--- src/rtl/axi4_lite_master_bridge.sv ---
// Single-command request port to AXI4-Lite master bridge; one transaction in flight at a time.
// Optional stall timeout is compiled in when AXI4_LITE_MASTER_TIMEOUT_EN is defined.
module axi4_lite_master_bridge #(
    parameter int DATA_WIDTH     = 32,
    parameter int ADDR_WIDTH     = 10,
    parameter int TIMEOUT_CYCLES = 255
) (
    input  logic                      clk,
    input  logic                      rst_n,
    input  logic                      cmd_valid,
    output logic                      cmd_ready,
    input  logic                      cmd_write,
    input  logic [ADDR_WIDTH-1:0]     cmd_addr,
    input  logic [DATA_WIDTH-1:0]     cmd_wdata,
    input  logic [DATA_WIDTH/8-1:0]   cmd_wstrb,
    output logic                      rsp_valid,
    output logic [DATA_WIDTH-1:0]     rsp_rdata,
    output logic                      rsp_err,
    output logic                      aw_valid,
    input  logic                      aw_ready,
    output logic [ADDR_WIDTH-1:0]     aw_addr,
    output logic                      w_valid,
    input  logic                      w_ready,
    output logic [DATA_WIDTH-1:0]     w_data,
    output logic [DATA_WIDTH/8-1:0]   w_strb,
    input  logic                      b_valid,
    output logic                      b_ready,
    input  logic [1:0]                b_resp,
    output logic                      ar_valid,
    input  logic                      ar_ready,
    output logic [ADDR_WIDTH-1:0]     ar_addr,
    input  logic                      r_valid,
    output logic                      r_ready,
    input  logic [DATA_WIDTH-1:0]     r_data,
    input  logic [1:0]                r_resp
);

    localparam int STRB_WIDTH = DATA_WIDTH / 8;

    if ((DATA_WIDTH % 8) != 0 || DATA_WIDTH < 8 || ADDR_WIDTH < 1 || TIMEOUT_CYCLES < 1) begin : g_cfg_check
        $error("axi4_lite_master_bridge: illegal parameter combination");
    end

    typedef enum logic [4:0] {
        IDLE    = 5'b00001,
        WR_REQ  = 5'b00010,
        WR_RESP = 5'b00100,
        RD_REQ  = 5'b01000,
        RD_DATA = 5'b10000
    } state_e;

    state_e                  state_q, state_d;
    logic [ADDR_WIDTH-1:0]   addr_q, addr_d;
    logic [DATA_WIDTH-1:0]   wdata_q, wdata_d;
    logic [STRB_WIDTH-1:0]   wstrb_q, wstrb_d;
    logic                    aw_valid_q, aw_valid_d;
    logic                    w_valid_q, w_valid_d;
    logic                    ar_valid_q, ar_valid_d;
    logic                    b_ready_q, b_ready_d;
    logic                    r_ready_q, r_ready_d;
    logic                    rsp_valid_q, rsp_valid_d;
    logic [DATA_WIDTH-1:0]   rsp_rdata_q, rsp_rdata_d;
    logic                    rsp_err_q, rsp_err_d;

    // Only the SLVERR/DECERR bit of each response matters to the requester.
    logic unused_resp_lsb;
    assign unused_resp_lsb = b_resp[0] ^ r_resp[0];

`ifdef AXI4_LITE_MASTER_TIMEOUT_EN
    localparam int TO_W = ($clog2(TIMEOUT_CYCLES + 1) > 8) ? $clog2(TIMEOUT_CYCLES + 1) : 8;

    logic [TO_W-1:0] to_cnt_q, to_cnt_d;
    logic            to_hit;

    // The counter reaches TIMEOUT_CYCLES on the edge that ends this cycle.
    assign to_hit = (to_cnt_q == TO_W'(TIMEOUT_CYCLES - 1));
`endif

    always_comb begin
        state_d     = state_q;
        addr_d      = addr_q;
        wdata_d     = wdata_q;
        wstrb_d     = wstrb_q;
        aw_valid_d  = aw_valid_q;
        w_valid_d   = w_valid_q;
        ar_valid_d  = ar_valid_q;
        b_ready_d   = b_ready_q;
        r_ready_d   = r_ready_q;
        rsp_valid_d = 1'b0;
        rsp_rdata_d = rsp_rdata_q;
        rsp_err_d   = rsp_err_q;

        case (state_q)
            IDLE: begin
                if (cmd_valid && cmd_ready) begin
                    addr_d  = cmd_addr;
                    wdata_d = cmd_wdata;
                    wstrb_d = cmd_wstrb;
                    if (cmd_write) begin
                        aw_valid_d = 1'b1;
                        w_valid_d  = 1'b1;
                        state_d    = WR_REQ;
                    end else begin
                        ar_valid_d = 1'b1;
                        state_d    = RD_REQ;
                    end
                end
            end
            WR_REQ: begin
                // Each channel's valid doubles as its not-yet-done flag.
                if (aw_ready) aw_valid_d = 1'b0;
                if (w_ready)  w_valid_d  = 1'b0;
                if (!aw_valid_d && !w_valid_d) begin
                    b_ready_d = 1'b1;
                    state_d   = WR_RESP;
                end
            end
            WR_RESP: begin
                if (b_valid) begin
                    b_ready_d   = 1'b0;
                    rsp_valid_d = 1'b1;
                    rsp_err_d   = b_resp[1];
                    rsp_rdata_d = '0;
                    state_d     = IDLE;
                end
            end
            RD_REQ: begin
                if (ar_ready) begin
                    ar_valid_d = 1'b0;
                    r_ready_d  = 1'b1;
                    state_d    = RD_DATA;
                end
            end
            RD_DATA: begin
                if (r_valid) begin
                    r_ready_d   = 1'b0;
                    rsp_valid_d = 1'b1;
                    rsp_err_d   = r_resp[1];
                    rsp_rdata_d = r_data;
                    state_d     = IDLE;
                end
            end
            default: begin
                aw_valid_d = 1'b0;
                w_valid_d  = 1'b0;
                ar_valid_d = 1'b0;
                b_ready_d  = 1'b0;
                r_ready_d  = 1'b0;
                state_d    = IDLE;
            end
        endcase

`ifdef AXI4_LITE_MASTER_TIMEOUT_EN
        // A handshake completing in the limit cycle wins over the timeout.
        if (state_q != IDLE && state_d == state_q && to_hit) begin
            aw_valid_d  = 1'b0;
            w_valid_d   = 1'b0;
            ar_valid_d  = 1'b0;
            b_ready_d   = 1'b0;
            r_ready_d   = 1'b0;
            rsp_valid_d = 1'b1;
            rsp_err_d   = 1'b1;
            rsp_rdata_d = '0;
            state_d     = IDLE;
        end
`endif
    end

`ifdef AXI4_LITE_MASTER_TIMEOUT_EN
    always_comb begin
        to_cnt_d = to_cnt_q + TO_W'(1);
        if (state_q == IDLE || state_d != state_q) to_cnt_d = '0;
    end

    always_ff @(posedge clk or negedge rst_n) begin
        if (!rst_n) to_cnt_q <= '0;
        else        to_cnt_q <= to_cnt_d;
    end
`endif

    always_ff @(posedge clk or negedge rst_n) begin
        if (!rst_n) begin
            state_q     <= IDLE;
            addr_q      <= '0;
            wdata_q     <= '0;
            wstrb_q     <= '0;
            aw_valid_q  <= 1'b0;
            w_valid_q   <= 1'b0;
            ar_valid_q  <= 1'b0;
            b_ready_q   <= 1'b0;
            r_ready_q   <= 1'b0;
            rsp_valid_q <= 1'b0;
            rsp_rdata_q <= '0;
            rsp_err_q   <= 1'b0;
        end else begin
            state_q     <= state_d;
            addr_q      <= addr_d;
            wdata_q     <= wdata_d;
            wstrb_q     <= wstrb_d;
            aw_valid_q  <= aw_valid_d;
            w_valid_q   <= w_valid_d;
            ar_valid_q  <= ar_valid_d;
            b_ready_q   <= b_ready_d;
            r_ready_q   <= r_ready_d;
            rsp_valid_q <= rsp_valid_d;
            rsp_rdata_q <= rsp_rdata_d;
            rsp_err_q   <= rsp_err_d;
        end
    end

    // Holding cmd_ready low during the response cycle keeps the next accept one cycle later.
    assign cmd_ready = (state_q == IDLE) && !rsp_valid_q;
    assign rsp_valid = rsp_valid_q;
    assign rsp_rdata = rsp_rdata_q;
    assign rsp_err   = rsp_err_q;
    assign aw_valid  = aw_valid_q;
    assign aw_addr   = addr_q;
    assign w_valid   = w_valid_q;
    assign w_data    = wdata_q;
    assign w_strb    = wstrb_q;
    assign b_ready   = b_ready_q;
    assign ar_valid  = ar_valid_q;
    assign ar_addr   = addr_q;
    assign r_ready   = r_ready_q;

endmodule

--- config.mk ---
export PLATFORM = sky130hd
export DESIGN_NAME = axi4_lite_master_bridge
export DESIGN_NICKNAME = d
export VERILOG_FILES = /design/src/rtl/axi4_lite_master_bridge.sv
export SDC_FILE = /design/constraint.sdc
export NUM_CORES = 1
export LEC_CHECK = 0
export CAP_MARGIN = 20
export CELL_PAD_IN_SITES_DETAIL_PLACEMENT = 2
export CELL_PAD_IN_SITES_GLOBAL_PLACEMENT = 2
export CORE_UTILIZATION = 23
export CTS_BUF_LIST = sky130_fd_sc_hd__clkbuf_4
export DETAILED_ROUTE_END_ITERATION = 16
export GPL_TIMING_DRIVEN = 0
export PLACE_DENSITY = 0.89
export SLEW_MARGIN = 5
export SYNTH_ARGS = -nofsm -noshare
export SYNTH_HDL_FRONTEND = slang
export SYNTH_SLANG_ARGS = --single-unit
--- constraint.sdc ---
create_clock -name clk -period 1.6 [get_ports clk]
set_input_delay 0.4 -clock clk [delete_from_list [all_inputs] [get_ports clk]]
set_output_delay 0.4 -clock clk [all_outputs]
set_load 0.05 [all_outputs]
# Word-level counts from Yosys, hierarchy flattened
# Cells that the tools add are included.
dict set report totals {
  regBits 90
  input_bits 91
  out_inout_bits 96
  elab_cells 80
}
dict set report classes {
  eq_ne 12
  muxes 34
  bitwise_logic 4
  n_reduce_logical 18
}
# cell n
set op_table {}
lappend op_table {{32-bit 2-to-1 mux} 2}
lappend op_table {{32-bit one-hot mux with 2 select lines} 1}
lappend op_table {{5-bit 2-to-1 mux} 5}
lappend op_table {{5-bit one-hot mux with 5 select lines} 1}
lappend op_table {{1-bit 2-to-1 mux} 17}
lappend op_table {{1-bit one-hot mux with 3 select lines} 5}
lappend op_table {{2-bit != test (second input constant)} 7}
lappend op_table {{3-bit AND reduction} 4}
lappend op_table {{3-bit OR reduction} 4}
lappend op_table {{5-bit by 1-bit equality test with 1-bit output (second input constant)} 1}
lappend op_table {{5-bit by 2-bit equality test with 1-bit output (second input constant)} 1}
lappend op_table {{5-bit by 3-bit equality test with 1-bit output (second input constant)} 1}
lappend op_table {{5-bit by 4-bit equality test with 1-bit output (second input constant)} 1}
lappend op_table {{5-bit equality test (second input constant)} 1}
lappend op_table {{5-bit AND reduction} 1}
lappend op_table {{4-bit 2-to-1 mux} 1}
lappend op_table {{1-bit inverter} 4}
lappend op_table {{1-bit one-hot mux with 2 select lines} 2}
lappend op_table {{4-bit AND reduction} 1}
lappend op_table {{1-bit logical AND} 3}
lappend op_table {{1-bit zero test} 3}
lappend op_table {{2-bit AND reduction} 1}
lappend op_table {{2-bit nonzero test} 1}

# Depth between registers and ports, before layout
dict set report depth {
  depth_word 6
  mapped_depth 7
  depth_no_buf 4
}

# Least setup slack after synthesis
# Ideal clock, no wire load.
dict set report synth_path {
  kind {register -> output}
  startpoint {register state_q[0]}
  endpoint {output cmd_ready}
  t_arrival_ns 1.506
  t_required_ns 1.200
  path_slack_ns -0.306
  path_stages_with_launch 4
  path_buffers 1
  cell_sequence {dfstp_2 > buf_2 > nand3b_1 > nor2_1}
}
dict set report synth_via {
  elab_chain_len 2
}
# item line_no
set synth_rtl {}
lappend synth_rtl {{start, declared} 52} ;# state_e state_q, state_d;
lappend synth_rtl {{start signal, assigned} 196} ;# state_q <= state_d;
lappend synth_rtl {{5-bit by 1-bit equality test with 1-bit output} 212} ;# assign cmd_ready = (state_q == IDLE) && !rsp_valid_q;
lappend synth_rtl {{1-bit logical AND} 212}
lappend synth_rtl {{end, declared} 11} ;# output logic cmd_ready,
# Every way passes these cells.

# Final worst setup path
# Same ends and word-level chain as after synthesis.

==> key figures <==
Clock tree
  – CTS tree: yes
  – CTS Root Buffer Type: clkbuf_4
  – Clk Latency, worst-skew pair: roughly 0.46 ns
  – Max clock buf depth: 2
  – Clock Pin Slew Worst Setup and Hold Paths: 0.16 ns
  – Htree depth: 3
  – Clock sinks: 90
  – Cts bufs inserted: 9

Power and ir drop
  – PD cells: approximately 2100 nW/µm²
  – Pleak: around 0.0032 µW
  – Max VDD drop: 0.901 mV
  – Pwr Total: roughly 14,000 µW

Layout
  – Multi-input logic area: 1680 µm²
  – Layout area overhead: 75.1%
  – Fillers: 1,669
  – Layout Cells excl Fill: 781
  – Share of cells above drive strength 1: 0.519
  – Ant. Diodes: 0
  – Fin nets: roughly 650
  – Fin area: 6760 µm²
  – FF/Latch Area: 2260 µm²

Synthesis
  – Yosys top cell area share: 0.577
  – Top cells by area, synth: dfrtp_1 (58%), mux2_2 (11%), nand2_1 (6.4%)
  – Post-synth top cells: dfrtp_1 (89), nand2_1 (66), mux2_2 (38)
  – FFs w/ async S/R, synth: 1.00
  – Cells after Synth: ~330
  – Syn Nets: 418
  – Count leader, synth: dfrtp_1
  – Distinct cells, synth: between 40 and 50
  – Main flop type after synthesis: dfrtp_1
  – Area of the mapped netlist: between 3000 and 4000 µm²
  – Syn avg cell area: 11.8 µm²
  – Warning count from the yosys run: 0
  – EDFF count, synth: 0
  – Synthesis-stage register bit count: 90
  – Sequential share of the synthesized area: 0.584
  – Top cell type by total area after synthesis: dfrtp_1

Detailed routing
  – DR iter-0 viols: 45
  – Via count: 3,463
  – Detailed-route DRC error count: 0
  – Wirelength per Cell: 19.5 µm
  – DRT Pass-1 Iters: 4
  – Routed Antenna Nets: 0
  – Wirelength, routed: ~15,000 µm
  – Via density: 4.43

Min path
  – Min-delay worst type: in -> reg

Timing
  – TNS Setup: -14.70 ns
  – Fin Hold WS: 0.447 ns
  – Worst setup margin: -0.444 ns
  – Final setup viols: 85
  – Final max-slew violation count: 0
  – Fin crit share: 1.28
  – Final Critical Period: 2.04 ns
  – Worst clock skew: 0.0260 ns
  – Worst Max-Slew Pin Slew: 0.630 ns
  – Max Freq: 489 MHz
  – Final hold vios: 0
  – RSZ-0062 raised after global routing: yes
  – Worst rel slew slack: 0.580

Setup path
  – Crit path capture type: output port
  – CP Class: reg -> out
  – Critical Path Max Stage Delay: 0.58 ns
  – CP startpoint: state_q[0]
  – Critical Path Sink: cmd_ready
  – RR Endpoint: w_data[23]
  – Crit-path cells: buf_6 -> nand3b_1 -> nor2_4 -> buf_8
  – Worst EP required: 1.20 ns
  – Maximum fanout count along the critical path: 10
  – CP Launch Type: register
  – FF-to-FF path depth: 7
  – CP max-delay cell: dfstp_2
  – Arrival time worst endpoint: 1.64 ns
  – Worst r2r src: state_q[3]
  – FF-to-FF setup slack: -0.24 ns

Global routing
  – Pin count of the biggest net entering global routing: 48
  – Vias in the first global route: roughly 3,900
  – GRT Total Usage: 0.172
  – First-pass GRT wire length: ~23,000 µm
  – GRT Residual Overflow: 0
  – Initial antenna violation count: 0

Floorplanning
  – Die Wd: 132 µm
  – Core area: 16,100 µm²
  – Die area: 17,300 µm²
  – Row count: 46
  – Die Y: around 130 µm
  – Initial Util: 0.239
  – I/O pin total: 187

Status
  – Outcome: finished, violations left
  – Violated checks: negative setup slack

Place
  – GPL Wtd Cong: 0.812
  – Dpl hpwl: ~11,000 µm
  – Placed Area: ~6000 µm²
  – Port bufs: 184
  – Dpl cells: 728

Flow run
  – Max-cap check violation count: 0
==> layout by cell type (no fill, tap or decap), types with 6 or more instances in the layout <==
cell type        Yosys  routed
clkdlybuf4s50_1      0      87
dfrtp_1             89      86
nand2_1             66      59
buf_2                9      50
mux2_2              38      38
buf_6                6      35
clkbuf_4             0      33
nand3_2              0      32
buf_4               11      29
buf_8                0      15
mux2_4               8       8
nand2_2              0       6
clkbuf_16            0       6
==> metal layers <==
layer,routed length (µm),GRT usage,share of wire
met5,0,0,0
met4,169,0.0484,0.011
met3,1010,0.0509,0.066
met2,7860,0.302,0.52
met1,6180,0.202,0.41
==> power by group <==
part           switching, µW  internal, µW  leakage, µW  total [µW]
Clock                    869           328    0.0000627        1200
Sequential               632          3190      0.00113        3820
Combinational           5690          3550      0.00198        9240
Total                   7190          7070      0.00318       14300
==> sequential cells by signal, indices dropped and copies added, names as in the netlist, 4 cells and up <==
name,cells
w_data,32
rsp_rdata,32
ar_addr,10
w_strb,4
state_q,5
==> through the flow <==
stage	worst slack, ns	util
after floorplan	0.000696	-
after global placement	-3.64	0.371
after detailed placement	-0.801	0.373
after CTS	-0.488	0.384
after global routing	-0.548	0.419
final	-0.444	0.419
==> cell families (layout without fill, tap and decap cells) <==
family / after synthesis / in the layout / synth area share
compound gates: 27 / 27 / 0.0512
xor+xnor: 2 / 2 / 0.00454
buf+inv: 36 / 273 / 0.0603
flops: 90 / 90 / 0.584
mux: 46 / 46 / 0.142
simple gates: 126 / 127 / 0.158
==> how the worst min path moves through the flow <==
stage	from	end	slack, ns	cells after the start
floorplan	rst_n	ar_addr[0]	0.10	0
global placement	rsp_rdata[23]	rsp_rdata[23]	0.48	2
detailed placement	rst_n	w_data[21]	0.46	1
CTS	r_data[24]	rsp_rdata[24]	0.41	3
global route	r_data[24]	rsp_rdata[24]	0.41	3
finish	r_data[27]	rsp_rdata[27]	0.45	3
==> timing repair <==
| action | 4_1_cts | 5_1_grt |
|---|---|---|
| cloned | 4 | 7 |
| endpoints found under the hold margin | 42 | 0 |
| gates resized for setup | 580 | 116 |
| pin swaps | 42 | 51 |
| endpoints found under the setup margin | 184 | 121 |
| hold buffers | 1 | 0 |
| buffers inserted | 17 | 12 |
==> critical path, delay by kind of cell (launching register included) <==
family,cells,cell delay (ns)
and+or+nand+nor,2,0.32
DFF,1,0.58
buffers and inverters,2,0.30
==> area by class of cell <==
| class | instances | area share |
|---|---|---|
| repair buffers | 224 | 0.306 |
| plain buffers | 28 | 0.0496 |
| clock buffers | 9 | 0.0100 |
| clock inverters | 7 | 0.00759 |
| inverters | 5 | 0.00315 |
| flip-flops and latches | 90 | 0.334 |
| multi-input cells | 202 | 0.249 |
| well taps | 216 | 0.0400 |
(Power assumes the default switching activity.)
